--- config.mk ---
export PLATFORM = sky130hd
export DESIGN_NAME = cacheline_arbiter_flat
export DESIGN_NICKNAME = d
export VERILOG_FILES = /design/src/rtl/cacheline_arbiter_pkg.sv /design/src/rtl/cacheline_arbiter_if.sv /design/src/rtl/cacheline_arbiter_reg.sv /design/src/rtl/cacheline_arbiter.sv /design/src/flat_wrapper.sv
export SDC_FILE = /design/constraint.sdc
export NUM_CORES = 1
export LEC_CHECK = 0
export ABC_AREA = 0
export CAP_MARGIN = 0
export CORE_AREA = 5 5 544 546
export CTS_BUF_LIST = sky130_fd_sc_hd__clkbuf_4
export DETAILED_ROUTE_END_ITERATION = 16
export DIE_AREA = 0 0 549 551
export HOLD_SLACK_MARGIN = 0.02
export PLACE_DENSITY_LB_ADDON = 0.05
export SLEW_MARGIN = 10
export SYNTH_ARGS = -nofsm -noshare
export SYNTH_HDL_FRONTEND = slang
export SYNTH_SLANG_ARGS = --single-unit
--- constraint.sdc ---
create_clock -name clk -period 21.6 [get_ports clk]
set_input_delay 4.32 -clock clk [delete_from_list [all_inputs] [get_ports clk]]
set_output_delay 4.32 -clock clk [all_outputs]
set_load 0.02 [all_outputs]
--- src/rtl/cacheline_arbiter_pkg.sv ---
// Shared types for the cacheline arbiter: FSM states, grant identifiers and
// the line-offset width that is cleared on every memory address.
package cacheline_arbiter_pkg;

  typedef enum logic [1:0] {
    IDLE    = 2'd0,
    I_SERVE = 2'd1,
    D_SERVE = 2'd2
  } arb_state_t;

  typedef enum logic {
    ICACHE = 1'b0,
    DCACHE = 1'b1
  } arb_grant_t;

  localparam int LINE_OFFSET_W = 5;

endpackage

--- src/rtl/cacheline_arbiter_if.sv ---
// Bus bundle between the two L1 caches, the arbiter and line memory.
// The slave modport is the arbiter's view; master is the environment's view.
interface cacheline_arbiter_if #(
  parameter int LINE_W = 256,
  parameter int ADDR_W = 32
);
  logic              i_read;
  logic [ADDR_W-1:0] i_address;
  logic [LINE_W-1:0] i_rdata;
  logic              i_resp;
  logic              d_read;
  logic              d_write;
  logic [ADDR_W-1:0] d_address;
  logic [LINE_W-1:0] d_wdata;
  logic [LINE_W-1:0] d_rdata;
  logic              d_resp;
  logic              mem_read;
  logic              mem_write;
  logic [ADDR_W-1:0] mem_address;
  logic [LINE_W-1:0] mem_wdata;
  logic [LINE_W-1:0] mem_rdata;
  logic              mem_resp;

  modport slave (
    input  i_read, i_address, d_read, d_write, d_address, d_wdata,
           mem_rdata, mem_resp,
    output i_rdata, i_resp, d_rdata, d_resp,
           mem_read, mem_write, mem_address, mem_wdata
  );

  modport master (
    output i_read, i_address, d_read, d_write, d_address, d_wdata,
           mem_rdata, mem_resp,
    input  i_rdata, i_resp, d_rdata, d_resp,
           mem_read, mem_write, mem_address, mem_wdata
  );
endinterface

--- src/rtl/cacheline_arbiter_reg.sv ---
// Load-enabled register with asynchronous active-high clear, used to hold
// the captured address and write data of the transaction in flight.
module cacheline_arbiter_reg #(
  parameter int W = 32
) (
  input  logic         clk,
  input  logic         rst,
  input  logic         load,
  input  logic [W-1:0] d,
  output logic [W-1:0] q
);

  always_ff @(posedge clk or posedge rst) begin
    if (rst)       q <= '0;
    else if (load) q <= d;
  end

endmodule

--- src/rtl/cacheline_arbiter.sv ---
// Serialises icache refills and dcache refills/writebacks onto one line memory port.
// Define ARB_RR_EN for round-robin on simultaneous requests; otherwise dcache wins.
module cacheline_arbiter
  import cacheline_arbiter_pkg::*;
#(
  parameter int LINE_W = 256,
  parameter int ADDR_W = 32
) (
  input  logic                 clk,
  input  logic                 rst,
  cacheline_arbiter_if.slave   bus
);

  arb_state_t        state_q, state_d;
  arb_grant_t        grant;
  logic              i_req, d_req;
  logic              grant_valid, grant_write;
  logic              op_write_q;
  logic [ADDR_W-1:0] addr_sel, addr_q;
  logic [LINE_W-1:0] wdata_q;

`ifdef ARB_RR_EN
  arb_grant_t        last_q;
`endif

  // Grant selection; read+write together from dcache is a writeback first
  always_comb begin
    i_req = bus.i_read;
    d_req = bus.d_read | bus.d_write;
    grant = DCACHE;
`ifdef ARB_RR_EN
    if (i_req && (!d_req || last_q == DCACHE)) grant = ICACHE;
`else
    if (i_req && !d_req) grant = ICACHE;
`endif
    grant_valid = (state_q == IDLE) && (i_req || d_req);
    grant_write = (grant == DCACHE) && bus.d_write;
    addr_sel    = (grant == ICACHE) ? bus.i_address : bus.d_address;
    addr_sel[LINE_OFFSET_W-1:0] = '0;
  end

  always_ff @(posedge clk or posedge rst) begin
    if (rst) begin
      state_q    <= IDLE;
      op_write_q <= 1'b0;
    end else begin
      state_q <= state_d;
      if (grant_valid) op_write_q <= grant_write;
    end
  end

`ifdef ARB_RR_EN
  always_ff @(posedge clk or posedge rst) begin
    if (rst)              last_q <= ICACHE;
    else if (grant_valid) last_q <= grant;
  end
`endif

  cacheline_arbiter_reg #(.W(ADDR_W)) u_addr_reg (
    .clk  (clk),
    .rst  (rst),
    .load (grant_valid),
    .d    (addr_sel),
    .q    (addr_q)
  );

  cacheline_arbiter_reg #(.W(LINE_W)) u_wdata_reg (
    .clk  (clk),
    .rst  (rst),
    .load (grant_valid),
    .d    (bus.d_wdata),
    .q    (wdata_q)
  );

  // Strobes come only from the registered op, so they start the cycle after grant
  always_comb begin
    state_d       = state_q;
    bus.mem_read  = 1'b0;
    bus.mem_write = 1'b0;
    bus.i_resp    = 1'b0;
    bus.d_resp    = 1'b0;
    case (state_q)
      IDLE: begin
        if (grant_valid) state_d = (grant == ICACHE) ? I_SERVE : D_SERVE;
      end
      I_SERVE, D_SERVE: begin
        bus.mem_read  = !op_write_q;
        bus.mem_write = op_write_q;
        bus.i_resp    = (state_q == I_SERVE) && bus.mem_resp;
        bus.d_resp    = (state_q == D_SERVE) && bus.mem_resp;
        if (bus.mem_resp) state_d = IDLE;
      end
      default: state_d = IDLE;
    endcase
  end

  assign bus.mem_address = addr_q;
  assign bus.mem_wdata   = wdata_q;
  assign bus.i_rdata     = bus.mem_rdata;
  assign bus.d_rdata     = bus.mem_rdata;

endmodule

--- src/flat_wrapper.sv ---
// flat-port wrapper written by rule: the top's interface ports become plain ports
module cacheline_arbiter_flat import cacheline_arbiter_pkg::*;
#(
  parameter int LINE_W = 256,
  parameter int ADDR_W = 32
)
  (clk, rst, bus_i_read, bus_i_address, bus_d_read, bus_d_write, bus_d_address, bus_d_wdata, bus_mem_rdata, bus_mem_resp, bus_i_rdata, bus_i_resp, bus_d_rdata, bus_d_resp, bus_mem_read, bus_mem_write, bus_mem_address, bus_mem_wdata);
  cacheline_arbiter_if #(.LINE_W(LINE_W), .ADDR_W(ADDR_W)) bus_i ();
  input  logic clk;
  input  logic rst;
  input wire logic [$bits(bus_i.i_read)-1:0] bus_i_read;
  input wire logic [$bits(bus_i.i_address)-1:0] bus_i_address;
  input wire logic [$bits(bus_i.d_read)-1:0] bus_d_read;
  input wire logic [$bits(bus_i.d_write)-1:0] bus_d_write;
  input wire logic [$bits(bus_i.d_address)-1:0] bus_d_address;
  input wire logic [$bits(bus_i.d_wdata)-1:0] bus_d_wdata;
  input wire logic [$bits(bus_i.mem_rdata)-1:0] bus_mem_rdata;
  input wire logic [$bits(bus_i.mem_resp)-1:0] bus_mem_resp;
  output wire logic [$bits(bus_i.i_rdata)-1:0] bus_i_rdata;
  output wire logic [$bits(bus_i.i_resp)-1:0] bus_i_resp;
  output wire logic [$bits(bus_i.d_rdata)-1:0] bus_d_rdata;
  output wire logic [$bits(bus_i.d_resp)-1:0] bus_d_resp;
  output wire logic [$bits(bus_i.mem_read)-1:0] bus_mem_read;
  output wire logic [$bits(bus_i.mem_write)-1:0] bus_mem_write;
  output wire logic [$bits(bus_i.mem_address)-1:0] bus_mem_address;
  output wire logic [$bits(bus_i.mem_wdata)-1:0] bus_mem_wdata;
  assign bus_i.i_read = bus_i_read;
  assign bus_i.i_address = bus_i_address;
  assign bus_i.d_read = bus_d_read;
  assign bus_i.d_write = bus_d_write;
  assign bus_i.d_address = bus_d_address;
  assign bus_i.d_wdata = bus_d_wdata;
  assign bus_i.mem_rdata = bus_mem_rdata;
  assign bus_i.mem_resp = bus_mem_resp;
  assign bus_i_rdata = bus_i.i_rdata;
  assign bus_i_resp = bus_i.i_resp;
  assign bus_d_rdata = bus_i.d_rdata;
  assign bus_d_resp = bus_i.d_resp;
  assign bus_mem_read = bus_i.mem_read;
  assign bus_mem_write = bus_i.mem_write;
  assign bus_mem_address = bus_i.mem_address;
  assign bus_mem_wdata = bus_i.mem_wdata;
  cacheline_arbiter #(.LINE_W(LINE_W), .ADDR_W(ADDR_W)) u_core (.clk(clk), .rst(rst), .bus(bus_i));
endmodule
; Word-level counts from Yosys, hierarchy flattened
; Cells that the tools add are included.
; W data, S select, Z words.
[totals]
reg_bits = 286
inputBits = 582
output_inout_bits = 804
word_cells = 30
[op_classes]
eq_ne = 4
muxes = 10
bitwise_logic = 1
reduce_logical = 11
[op_table]
columns = cell, count
row1 = $mux W32, 1
row2 = $mux W2, 3
row3 = $logic_and A1 B1 Y1, 5
row4 = $mux W1, 5
row5 = $pmux W2 S2, 1
row6 = $eq A2 B1 Y1 const B, 1
row7 = $eq A2 B2 Y1 const B, 1
row8 = $logic_not A1 Y1, 2
row9 = $logic_not A2 Y1, 1
row10 = $ne A2 B1 Y1 const B, 1
row11 = $ne A2 B2 Y1 const B, 1
row12 = $reduce_and A2 Y1, 1
row13 = $reduce_or A2 Y1, 1
row14 = $logic_or A1 B1 Y1, 1
row15 = $or A1 B1 Y1, 1

; Logic depth before layout (Yosys ltp)
[logic_depth]
ltp_word = 6
ltp_mapped = 8
depth_no_buf = 5

; Hierarchy
; Synthesis repeated with hierarchy kept, for this count alone.
[unflattened]
cells_unflattened = 1180
area_unflattened_um2 = 15451.1
[by_module_without_submodules]
columns = mod, instances, cells_per_inst, area_per_inst_um2
row1 = cacheline_arbiter_reg at u_core.u_wdata_reg, 1, 541, 9598.0
row2 = cacheline_arbiter, 1, 570, 4504.3
row3 = cacheline_arbiter_reg at u_core.u_addr_reg, 1, 69, 1348.8

; Least setup slack after synthesis
; OpenSTA, ideal clock, no wires.
[synth_timing]
path_kind = input port to output port
start = input bus_mem_resp
end = output bus_i_resp
arrival_time_ns = 4.573
slack_ns = 12.707
cell_stages = 1
path_buffers = 0
cell_sequence = and3_1
[synth_via]
elab_chain_cells = 2
[synth_rtl]
columns = element, line_no
row1 = from (decl), flat_wrapper.sv:18  ; input wire logic [$bits(bus_i.mem_resp)-1:0] bus_mem_resp;
row2 = $logic_and A1 B1 Y1, cacheline_arbiter.sv:89  ; bus.i_resp = (state_q == I_SERVE) && bus.mem_resp;
row3 = $mux W1, cacheline_arbiter.sv:82  ; case (state_q)
row4 = to (decl), flat_wrapper.sv:20  ; output wire logic [$bits(bus_i.i_resp)-1:0] bus_i_resp;
; Every way passes these cells.

; Worst setup path in the final report
; Ends and elaborated chain as after synthesis.

==> impl_metrics.ini <==
[run_status]
outcome = finished clean

[cts]
cts-root-buf = sky130_fd_sc_hd__clkbuf_4
cts.htree.levels = 3
worst_skew_pair.late_latency_ns = 1.08
cts_setup_buffers = 0
clk_pin_slew_ns = 0.05
clk_path_buf_depth = 4
cts_hold_buffers = 0
cts_tree = built
cts.sink_count = 286
cts_buffers = 118
post_cts_resize_count = 0

[power]
netSwitchingFraction = 0.473
power.sequential.fraction = 0.279
power_frac_clock = 0.198
p_per_area_nw_per_um2 = 150
p_comb_frac = 0.523
p_leak_nw = 9.13
p_switching_mw = 1.64
internal_power_mw = 1.82
ir_drop_mv = 0.0828

[floorplanning]
total_die_area_um2 = 302000
ios = 1386
initial_util = 0.0511
overall_die_width_um = 549
core_area_um2 = 290000
placement_row_count = 198
die_h_um = 551

[worst_hold_path]
min_delay_path_depth = 2
hold_class = register to register

[cells_and_area]
num-nets-final = 2485
post-route-cell-area_um2 = 23000
post_route_cells_drive_above_1_share = 0.0958
layout-area-overhead-vs-synth_pct = 55.4

[sta]
final.period_utilization = 0.462
finalSetupViolCount = 0
whs_ns = 0.471
max_slew.worst_pin.slew_ns = 1.20
finClkSkew_ns = 0.0709
relSlewSlack = 0.201
worst_slack_ns = 11.61
timing.final.max_slew_violations = 0
final_hold_viol_count = 0
rsz0062_at_grt = no
fin_tns_setup_ns = 0
final.min_clock_period_ns = 9.99
fmax_mhz = 100

[critical_path]
worstRegToRegCells = 7
critical_path_required_ns = 17.28
critPathArrivalTime_ns = 5.67
setup.worst_path.start_class = primary input
critPathMaxFanout = 4
criticalPathCategory = primary input to primary output
type_of_element_capturing_the_critical_path = primary output

[yosys]
synth_top_area_cell = sky130_fd_sc_hd__dfrtp_1
post_synth_main_area_contributors = sky130_fd_sc_hd__dfrtp_1, sky130_fd_sc_hd__buf_4, sky130_fd_sc_hd__nand2_1
avgSynthCellArea_um2 = 8.51
yosys.area.top_type_share = 0.482
yosysSeqAreaShare = 0.482
synth-warning-count = 0
count_of_cell_types_in_the_netlist = 21
yosys_register_bits = 286
number_of_instances_in_the_synthesized_netlist = 1743
netlist_area_um2 = 14800

[global_route]
via_count_of_the_first_global_routing_pass = 13100
grt_overflow = 0
global_route.peak_usage_layer = met2
groute.usage.overall = 0.0599
antenna_found_initial = 49
gr-usage-met3 = 0.0515
gr-usage-met1 = 0.0560
grt.met2_usage = 0.0884
grt_start_max_net_pins = 117
first_pass_grt_wire_length_mm = 123

[routing]
route.detailed.wl_per_inst_um = 16.0
dr.pass1.iters = 4
post_drt_via_cell_ratio = 1.96
first_iter_violations = 358
dr_total_vias = 11500
postRouteAntennaNets = 0
remaining_drc_errors = 0
final_wirelength_mm = 93.9

[place]
post_dp_cell_area_um2 = 21700
finalWeightedCongestion = 0.653
dp_hpwl_mm = 72.6
dpl_worst_slack_ns = 11.58
buffer_ports.inserted = 602

[run]
max-cap-violations = 0
registers in the layout, summed over array words and instances (netlist names):
register / flops
u_core.u_addr_reg.q: 27
u_core.op_write_q: 1
u_core.state_q: 2
u_core.u_wdata_reg.q: 256
final cells by class:
class | count | area (µm²)
clock inverters | 25 | 108
diodes | 9 | 22.5
flip-flops and latches | 286 | 7160
repair buffers | 616 | 6160
well taps | 3900 | 4880
clock buffers | 167 | 1250
fillers | 33900 | 267000
multi-input cells | 874 | 3450
inverters | 4 | 22.5
synthesized netlist by cell type:
library cell and count:
sky130_fd_sc_hd__buf_4 531, sky130_fd_sc_hd__clkbuf_2 1, sky130_fd_sc_hd__nor2b_1 2, sky130_fd_sc_hd__nand2_1 768, sky130_fd_sc_hd__inv_1 4, sky130_fd_sc_hd__and2_1 2, sky130_fd_sc_hd__nand2b_1 1, sky130_fd_sc_hd__ha_1 3
sky130_fd_sc_hd__dfrtp_1 286, sky130_fd_sc_hd__buf_2 48, sky130_fd_sc_hd__o31ai_4 1, sky130_fd_sc_hd__conb_1 1, sky130_fd_sc_hd__o31a_1 1, sky130_fd_sc_hd__o21ai_2 1, sky130_fd_sc_hd__clkbuf_1 3, sky130_fd_sc_hd__nand4bb_1 1
sky130_fd_sc_hd__a21oi_1 3, sky130_fd_sc_hd__a22o_1 1, sky130_fd_sc_hd__nor2_1 56, sky130_fd_sc_hd__and3_1 1, sky130_fd_sc_hd__o22ai_1 28
stage by stage:
stage / total power [mW] / util / cells
final: 3.46 / 0.0794 / 5881
after global routing: 3.82 / 0.0794 / 5876
after CTS: 3.67 / 0.0794 / 5872
after detailed placement: 2.90 / 0.0747 / 5680
after global placement: 2.93 / 0.0747 / 5680
after floorplan: 1.93 / - / 1747
power by group through the flow:
stage	Clock, mW	Sequential, mW	Combinational, mW
finish	0.685	0.965	1.81
global route	0.780	1.01	2.03
CTS	0.769	0.979	1.92
detailed placement	0	0.981	1.92
global placement	0	0.980	1.95
floorplan	0	1.27	0.656
worst max-delay path, stage by stage:
cell	delay (ns)
sky130_fd_sc_hd__clkdlybuf4s50_1	0.51
sky130_fd_sc_hd__and3_1	0.19
sky130_fd_sc_hd__clkdlybuf4s50_1	0.65
cell usage in the layout, fill, tap and decap left out, types with 3 or more instances in the layout:
cell type and instances:
sky130_fd_sc_hd__nand2_1 768, sky130_fd_sc_hd__clkdlybuf4s50_1 602, sky130_fd_sc_hd__dfrtp_1 286, sky130_fd_sc_hd__clkbuf_4 167
sky130_fd_sc_hd__nor2_1 56, sky130_fd_sc_hd__o22ai_1 28, sky130_fd_sc_hd__clkinv_1 22, sky130_fd_sc_hd__buf_4 12
sky130_fd_sc_hd__diode_2 9, sky130_fd_sc_hd__conb_1 5, sky130_fd_sc_hd__inv_1 3, sky130_fd_sc_hd__a21oi_1 3
sky130_fd_sc_hd__ha_1 3
worst paths after layout:
check	slack (ns)	endpoint	start
worst max register to register	18.29	u_core.u_wdata_reg.q[0]	u_core.state_q[1]
worst min-delay path	0.47	u_core.u_wdata_reg.q[84]	u_core.u_wdata_reg.q[84]
max in group asynchronous	15.78	u_core.u_addr_reg.q[7]	rst
worst min register to register	0.47	u_core.u_wdata_reg.q[84]	u_core.u_wdata_reg.q[84]
worst max-delay path	11.61	bus_i_resp	bus_mem_resp
min in group asynchronous	3.81	u_core.u_wdata_reg.q[175]	rst
routing by layer:
layer  wire (µm)  up-vias
li1            -     5166
met4        6160       24
met1       31500     5099
met2       38600      853
met3       17500      393
met5         138        -
logic make-up after synthesis:
kind of cell / after synthesis / synth area share
fa+ha+maj: 3 / 0.00253
other cells: 1 / 0.000253
simple gates: 831 / 0.212
compound gates: 35 / 0.0160
buf+inv: 587 / 0.287
flops: 286 / 0.482
Power figures use the tool's default switching activity.
